### config.mk
export PLATFORM = sky130hd
export DESIGN_NAME = counter_seq_monitor
export DESIGN_NICKNAME = d
export VERILOG_FILES = /design/src/rtl/counter_seq_monitor.sv
export SDC_FILE = /design/constraint.sdc
export NUM_CORES = 1
export LEC_CHECK = 0
export BUFFER_PORTS_ARGS = -buffer_cell sky130_fd_sc_hd__buf_2
export CORE_UTILIZATION = 33
export CTS_BUF_LIST = sky130_fd_sc_hd__clkbuf_8
export CTS_CLUSTER_DIAMETER = 120
export DETAILED_ROUTE_END_ITERATION = 10
export GPL_TIMING_DRIVEN = 0
export SLEW_MARGIN = 20
export SYNTH_ARGS = -nofsm -noshare
export SYNTH_HDL_FRONTEND = slang
export SYNTH_HIERARCHICAL = 1
export SYNTH_SLANG_ARGS = --single-unit
### constraint.sdc
create_clock -name clk -period 8.12 [get_ports clk]
set_clock_uncertainty 0.2 [all_clocks]
set_input_delay 0.406 -clock clk [delete_from_list [all_inputs] [get_ports clk]]
set_output_delay 0.406 -clock clk [all_outputs]
set_load 0.05 [all_outputs]
### src/rtl/counter_seq_monitor.sv
// counter_seq_monitor: receive-side checker for a ring / Johnson counter pair.
// Both buses are decoded to a state index on every rising edge. One lock FSM
// per counter tracks the sequence. Once a counter is locked, any bad step
// raises a one-cycle error pulse, and the pulse is added to a shared
// saturating error count.

// Per-counter lock tracker.
// It registers the decoded index and valid flag, and walks IDLE -> TRACK ->
// LOCKED on consecutive +1 (mod MODN) steps. A bad step taken from LOCKED
// raises err.
module counter_seq_tracker #(
  parameter int MODN     = 4,
  parameter int IDX_W    = 2,
  parameter int LOCK_CNT = 4
) (
  input  logic             clk,
  input  logic             rst_n,
  input  logic             code_valid,
  input  logic [IDX_W-1:0] code_idx,
  output logic [IDX_W-1:0] idx,
  output logic             valid,
  output logic             lock,
  output logic             err,
  output logic             err_set
);

  typedef enum logic [1:0] {
    S_IDLE,
    S_TRACK,
    S_LOCKED
  } state_t;

  localparam logic [IDX_W-1:0] LAST_IDX = IDX_W'(MODN - 1);
  localparam logic [3:0]       LOCK_VAL = 4'(LOCK_CNT);

  state_t           state_q;
  state_t           state_d;
  logic [3:0]       good_q;
  logic [3:0]       good_d;
  logic [3:0]       good_inc;
  logic [IDX_W-1:0] exp_idx;
  logic             good_step;

  // Expected successor of the last legal index, with wrap at MODN-1.
  assign exp_idx   = (idx == LAST_IDX) ? '0 : idx + 1'b1;
  assign good_step = code_valid && (code_idx == exp_idx);
  assign good_inc  = good_q + 4'd1;

  // Next-state logic: lock after LOCK_CNT good steps; break on any bad step.
  always_comb begin
    // NOTE: every signal written here gets a default first, so no path can
    // leave it unassigned and infer a latch.
    state_d = state_q;
    good_d  = good_q;
    err_set = 1'b0;
    case (state_q)
      S_IDLE: begin
        if (code_valid) begin
          state_d = S_TRACK;
          good_d  = '0;
        end
      end
      S_TRACK: begin
        if (good_step) begin
          good_d = good_inc;
          if (good_inc == LOCK_VAL) state_d = S_LOCKED;
        end else if (code_valid) begin
          good_d = '0;
        end else begin
          state_d = S_IDLE;
        end
      end
      S_LOCKED: begin
        if (!good_step) begin
          err_set = 1'b1;
          good_d  = '0;
          state_d = code_valid ? S_TRACK : S_IDLE;
        end
      end
      default: state_d = S_IDLE;
    endcase
  end

  // State, counter and registered outputs. An illegal code leaves idx holding
  // the last legal index, which is also the reference for the next step.
  always_ff @(posedge clk or negedge rst_n) begin
    if (!rst_n) begin
      state_q <= S_IDLE;
      good_q  <= '0;
      idx     <= '0;
      valid   <= 1'b0;
      err     <= 1'b0;
    end else begin
      // NOTE: non-blocking assignments make every register here see the
      // pre-edge values of the others, whatever order the lines are in.
      state_q <= state_d;
      good_q  <= good_d;
      valid   <= code_valid;
      err     <= err_set;
      if (code_valid) idx <= code_idx;
    end
  end

  assign lock = (state_q == S_LOCKED);

endmodule

// Top level: decoders, two trackers and the shared saturating error counter.
module counter_seq_monitor #(
  parameter int W        = 4,
  parameter int LOCK_CNT = 4,
  parameter int ERR_W    = 8
) (
  input  logic                    clk,
  input  logic                    reset,
  input  logic [W-1:0]            qr,
  input  logic [W-1:0]            qj,
  output logic [$clog2(W)-1:0]    ring_idx,
  output logic [$clog2(2*W)-1:0]  john_idx,
  output logic                    ring_valid,
  output logic                    john_valid,
  output logic                    ring_lock,
  output logic                    john_lock,
  output logic                    ring_err,
  output logic                    john_err,
  output logic [ERR_W-1:0]        err_cnt
);

  localparam int              RW   = $clog2(W);
  localparam int              JW   = $clog2(2 * W);
  localparam int              EW1  = ERR_W + 1;
  localparam logic [W-1:0]    ONES = '1;
  localparam logic [EW1-1:0]  EMAX = {1'b0, {ERR_W{1'b1}}};

  logic          ring_dec_valid;
  logic [RW-1:0] ring_dec_idx;
  logic          john_dec_valid;
  logic [JW-1:0] john_dec_idx;
  logic          ring_err_set;
  logic          john_err_set;
  logic [EW1-1:0] err_sum;

  // Ring decode: only one-hot codes are legal; the index is the bit position.
  always_comb begin
    ring_dec_valid = 1'b0;
    ring_dec_idx   = '0;
    for (int i = 0; i < W; i++) begin
      if (qr == (W'(1) << i)) begin
        ring_dec_valid = 1'b1;
        ring_dec_idx   = RW'(i);
      end
    end
  end

  // Johnson decode: indices 0..W fill ones from the LSB; indices W+1..2W-1
  // shift the all-ones pattern left and clear the low bits.
  always_comb begin
    john_dec_valid = 1'b0;
    john_dec_idx   = '0;
    for (int i = 0; i <= W; i++) begin
      if (qj == W'((1 << i) - 1)) begin
        john_dec_valid = 1'b1;
        john_dec_idx   = JW'(i);
      end
    end
    for (int k = 1; k < W; k++) begin
      if (qj == (ONES << k)) begin
        john_dec_valid = 1'b1;
        john_dec_idx   = JW'(W + k);
      end
    end
  end

  counter_seq_tracker #(
    .MODN    (W),
    .IDX_W   (RW),
    .LOCK_CNT(LOCK_CNT)
  ) u_ring (
    .clk       (clk),
    .rst_n     (reset),
    .code_valid(ring_dec_valid),
    .code_idx  (ring_dec_idx),
    .idx       (ring_idx),
    .valid     (ring_valid),
    .lock      (ring_lock),
    .err       (ring_err),
    .err_set   (ring_err_set)
  );

  counter_seq_tracker #(
    .MODN    (2 * W),
    .IDX_W   (JW),
    .LOCK_CNT(LOCK_CNT)
  ) u_john (
    .clk       (clk),
    .rst_n     (reset),
    .code_valid(john_dec_valid),
    .code_idx  (john_dec_idx),
    .idx       (john_idx),
    .valid     (john_valid),
    .lock      (john_lock),
    .err       (john_err),
    .err_set   (john_err_set)
  );

  // The count is updated on the same edge that raises the error pulses, so it
  // already includes them in the cycle where they are visible. The sum is one
  // bit wider, so a double error near the top saturates instead of wrapping.
  assign err_sum = {1'b0, err_cnt} + EW1'(ring_err_set) + EW1'(john_err_set);

  // Saturating locked-state error counter.
  always_ff @(posedge clk or negedge reset) begin
    if (!reset) begin
      err_cnt <= '0;
    end else if (err_sum > EMAX) begin
      err_cnt <= '1;
    end else begin
      err_cnt <= err_sum[ERR_W-1:0];
    end
  end

endmodule

# [Word level (Yosys, flattened, before mapping)]
# Cells that the tools add are included.
[op_classes] n_addsub=6 n_mul=0 div=0 order_cmp=1 eq_ne=29 shifts=0 mux=51 bitwise_logic=0 reduce_logical=11
[ops] cell="2-bit two-way mux" count=13
[ops] cell="4-bit two-way mux" count=6
[ops] cell="4-bit one-hot mux with 3 select lines" count=2
[ops] cell="3-bit two-way mux" count=7
[ops] cell="4-bit == test, second input constant" count=5
[ops] cell="1-bit two-way mux" count=20
[ops] cell="4-bit by 3-bit == test with 1-bit output, second input constant" count=4
[ops] cell="3-bit inequality test, second input constant" count=4
[ops] cell="2-bit one-hot mux with 3 select lines" count=2
[ops] cell="8-bit by 1-bit adder with 9-bit output" count=1
[ops] cell="9-bit by 1-bit adder with 9-bit output" count=1
[ops] cell="9-bit by 8-bit > comparator with 1-bit output, second input constant" count=1
[ops] cell="4-bit by 1-bit adder with 4-bit output, second input constant" count=2
[ops] cell="4-bit by 1-bit == test with 1-bit output, second input constant" count=2
[ops] cell="4-bit by 2-bit == test with 1-bit output, second input constant" count=2
[ops] cell="8-bit two-way mux" count=1
[ops] cell="4-bit AND reduction" count=2
[ops] cell="2-bit == test, second input constant" count=3
[ops] cell="3-bit nonzero test" count=2
[ops] cell="2-bit by 1-bit == test with 1-bit output, second input constant" count=2
[ops] cell="2-bit zero test" count=2
[ops] cell="4-bit zero test" count=1
[ops] cell="2-bit by 1-bit inequality test with 1-bit output, second input constant" count=2
[ops] cell="2-bit inequality test, second input constant" count=2
[ops] cell="7 further kinds" count=9
[totals] regBits=29 latch_bits=0 mem_bits_rw=0 mem_bits_ro=0 input_bits=10 out_inout_bits=19 elab_cells=109 n_memories=0

# [Longest topological paths before layout]
[depth] ltp_word=15 mapped_depth=12 mapped_depth_nobuf=11

# [Hierarchy]
# Netlist, hierarchy kept.
[modules_own_cells] module="counter_seq_tracker at u_john" n_inst=1 cells_per_inst=68 area_per_inst_um2=740.7
[modules_own_cells] module="counter_seq_tracker at u_ring" n_inst=1 cells_per_inst=63 area_per_inst_um2=676.9
[modules_own_cells] module="counter_seq_monitor" n_inst=1 cells_per_inst=55 area_per_inst_um2=518.0

# [Worst setup path after synthesis]
# OpenSTA, ideal clock, no wires.
[synth_timing] kind="reg2reg" from="register u_john.idx[0]" to="register err_cnt[7]" setup_time_ns=0.119 arrival_ns=3.037 setup_slack_ns=4.763 stages_incl_launch_ff=10 n_path_buf=0 synth_period_minus_slack_ns=3.357 path_cell_list="dfrtp_1 ha_1 ha_1 xor2_1 nor3_4 a21boi_0 fa_1 ha_1 or4_1 o21a_1"
[synth_via] elab_chain_cells=9
[synth_rtl] element="from (decl)" line_no="20" rtl="output logic [IDX_W-1:0] idx,"
[synth_rtl] element="from (signal assigned)" line_no="100" rtl="if (code_valid) idx <= code_idx;"
[synth_rtl] element="3-bit by 1-bit adder with 3-bit output / 3-bit == test (equally long branches)" line_no="45" rtl="assign exp_idx = (idx == LAST_IDX) ? '0 : idx + 1'b1;"
[synth_rtl] element="3-bit two-way mux *" line_no="45"
[synth_rtl] element="3-bit == test *" line_no="46" rtl="assign good_step = code_valid && (code_idx == exp_idx);"
[synth_rtl] element="1-bit logical AND *" line_no="46"
[synth_rtl] element="1-bit two-way mux *" line_no="74" rtl="if (!good_step) begin"
[synth_rtl] element="1-bit two-way mux *" line_no="56" rtl="case (state_q)"
[synth_rtl] element="via john_err_set" line_no="140" rtl="logic john_err_set;"
[synth_rtl] element="9-bit by 1-bit adder with 9-bit output *" line_no="209" rtl="assign err_sum = {1'b0, err_cnt} + EW1'(ring_err_set) + EW1'(john_err_set);"
[synth_rtl] element="9-bit by 8-bit > comparator with 1-bit output" line_no="215" rtl="end else if (err_sum > EMAX) begin"
[synth_rtl] element="8-bit two-way mux *" line_no="215"
[synth_rtl] element="to (signal assigned)" line_no="218" rtl="err_cnt <= err_sum[ERR_W-1:0];"
[synth_rtl] element="to (decl)" line_no="126" rtl="output logic [ERR_W-1:0] err_cnt"
# Mark *: on every way through the listed nets, which the timed path passes. The rest lies on a longest branch.
# A chain may end at the register's enable or synchronous reset.

# [Final worst setup path]
# Same ends and word-level chain as after synthesis.

==> impl_metrics.ini <==
[synth]
synth_ff_type = dfrtp_1
synth.area.top_cells = dfrtp_1 (37%), ha_1 (10%), nand2_1 (3.5%)
ys.warnings.count = 6
postSynthCellCount = 186
yosys.area_share.simple_pct = 23.4
synth_largest_area_cell = dfrtp_1
synthAdderAreaFrac_pct = 11.4
yosys.area.top_type_share_pct = 37.5
synth-xor-area-share_pct = 4.46
synth_compound_area_share_pct = 14.0
synth_fp_nets = 213
synth.avg_cell_area_um2 = 10.4
syn-cell-area_mm2 = 0.00194
ys_types = 52
yosys-mux-area-fraction_pct = 7.11
seq_area_frac_synth_pct = 37.5
ys_ff_latch = 29
synthArstFlopShare_pct = 100
synth_top_family_by_area = simple AND/OR/NAND/NOR gates
synth-edff-count = 0

[worst_hold_path]
hold_class = reg2reg

[route]
vias_per_cell = 5.00
wl_per_cell_um = 12.5
wirelength_mm = 3.69
antenna_left = 0
drc = 0
drt_iter0_markers = 105
num_vias = 1471
first_pass_iters = 4

[place]
gp_congestion = 0.794
io_buffers = 27
dpl.hpwl_mm = 2.74
dp_cells = 285

[setup_path]
worstPathArrival_ns = 3.36
cp_common_cell = ha_1
crit_type = reg2reg
crit_buf_inv = 0
r2r_setup_slack_ns = 4.74
crit_slowest_cell = or4_1
path_cells = ha_1 > ha_1 > xor2_1 > nor3_4 > a21boi_0 > fa_1 > ha_1 > or4_1 > o21a_1
startpoint_type = register
cp-end-kind = register
critical_path.max_stage_delay_ns = 0.53
critPathTopFamily = adder cells
cp.required_ns = 8.10
path_max_fanout = 8

[sta]
fin_crit_ns = 3.38
rsz0062_at_grt = no
setup_violations = 0
post-route-period-util_pct = 41.6
fin_setup_tns_ns = 0
max_slew_margin_pct = 56.7
hold_viol_final = 0
holdWs_ns = 0.308
max_freq_mhz = 296
slew_viol_final = 0
worst_slew_pin_slew_ns = 0.649

[clock_tree]
h-tree-depth = 2
clockRootBuffer = clkbuf_8
post-cts-setup-buffer-count = 0
clk_latency_ns = 0.28
clk_pin_slew_ns = 0.07
cts-resized-gates = 0
clock_sinks = 29
cts_made_buffers = 5
cts_tree = yes
clockBufferDepth = 2

[global_routing]
grt_use_total_pct = 12.8
grt_pass1_vias = 1332
grt_max_degree = 30
grt_pass1_wl_mm = 6.15
antenna_found_initial = 0
overflow = 0

[cells_and_area]
drive_gt1_share_pct = 27.5
area_growth_pct = 18.2
multi_input_area_mm2 = 0.00117
nets = 248
register_area_um2 = 726
utilization_pct = 41.0
instances_no_fill = 294
diodes = 0
nFillCells = 540

[floorplan]
die-width_um = 78.6
die-area_mm2 = 0.00618
core_area_mm2 = 0.00557
die_h_um = 78.6
start_util_pct = 34.7
io_pins = 29
rows = 27

[pwr]
power.leakage_nw = 1.10
power_density_mw_per_mm2 = 233
p_total_mw = 0.532
irDropWorstVdd_v = 0.000156

[run_status]
status = completed

[run]
drv_cap = 0
[worst register-to-register path: cells and delay by family, from the launching register on]
family / cells / cell delay (ns)
AND/OR/NAND/NOR: 2 / 0.87
XOR/XNOR: 1 / 0.19
adder cells (fa/ha/maj): 4 / 1.22
AO/OA/AOI/OAI: 2 / 0.39
flip-flops: 1 / 0.42
[final timing paths]
check / startpoint / end / depth (start not counted)
max: u_john/idx[0] / err_cnt[7] / 9
min: u_john/good_q[3] / u_john/good_q[3] / 1
max reg2reg: u_john/idx[0] / err_cnt[7] / 9
min reg2reg: u_john/good_q[3] / u_john/good_q[3] / 1
max in group asynchronous: reset / u_john/valid / 2
min in group asynchronous: reset / err_cnt[1] / 2
[layout by cell type (no fill, tap or decap), drive strengths merged, types with 4 or more instances in the layout]
master / n
dfrtp: 29
and2: 4
buf: 27
a31oi: 7
ha: 16
nand3: 10
nor2b: 5
inv: 9
nand2b: 8
nor3: 6
nor2: 5
xnor2: 6
a21oi: 8
mux2i: 4
mux2: 8
clkbuf: 9
nand2: 18
o21ai: 6
[synth_stat cells, types with 2 or more instances]
| library cell | instances |
|---|---|
| a21o_1 | 3 |
| a21oi_1 | 8 |
| a31oi_1 | 7 |
| and2_1 | 4 |
| and3_2 | 2 |
| clkbuf_1 | 2 |
| dfrtp_1 | 29 |
| ha_1 | 16 |
| inv_1 | 8 |
| mux2_2 | 6 |
| mux2_4 | 2 |
| mux2i_1 | 4 |
| nand2_1 | 18 |
| nand2b_1 | 7 |
| nand3_1 | 8 |
| nand3_2 | 2 |
| nor2_1 | 5 |
| nor2b_1 | 5 |
| nor3_1 | 3 |
| nor3_2 | 2 |
| nor4b_1 | 2 |
| o21a_1 | 2 |
| o21ai_0 | 5 |
| or4_1 | 2 |
| xnor2_1 | 5 |
| xor2_1 | 3 |
[per-layer routing]
layer  vias up  GRT usage [%]  part of all wire (%)
met2        25           19.3                    45
met3         4           3.14                   3.8
li1        741              -                     -
met4         0           4.44                   1.2
met1       701           17.5                    50
met5         -              0                     0
[logic make-up after synthesis]
| group | Yosys count |
|---|---|
| xor+xnor | 9 |
| flops | 29 |
| compound gates | 36 |
| mux | 12 |
| buf+inv | 11 |
| fa+ha+maj | 17 |
| simple gates | 72 |
[flip-flops by register name, summed over array words and instances, names as in the netlist, 2 cells and up]
name,cells
err_cnt,8
u_john/good_q,4
u_ring/idx,2
u_ring/good_q,4
u_john/idx,3
u_john/state_q,2
u_ring/state_q,2
[power by group]
| group | switching [mW] | internal, mW | total (mW) |
|---|---|---|---|
| clock network | 0.0573 | 0.0987 | 0.156 |
| registers | 0.0185 | 0.162 | 0.180 |
| logic | 0.117 | 0.0791 | 0.196 |
[per-stage QoR]
stage                     setup WS [ns]  instance area, um2
final                              4.74                2290
after global routing               4.58                2290
after CTS                          4.74                2290
after detailed placement           4.50                2160
after global placement             4.48                2160
after floorplan                    4.76                1940
[timing repair]
action	in CTS	in global routing
hold buffers	1	0
endpoints found under the setup margin	0	0
endpoints found under the hold margin	29	0
[layout make-up]
class	count	share of cell area, %
Tap cell	72	3.94
Sequential cell	29	31.7
Buffer	3	0.547
Inverter	8	1.31
Clock buffer	6	3.61
Timing Repair Buffer	28	6.35
Clock inverter	2	1.48
Multi-Input combinational cell	146	51.0
Power figures use the tool's default switching activity.
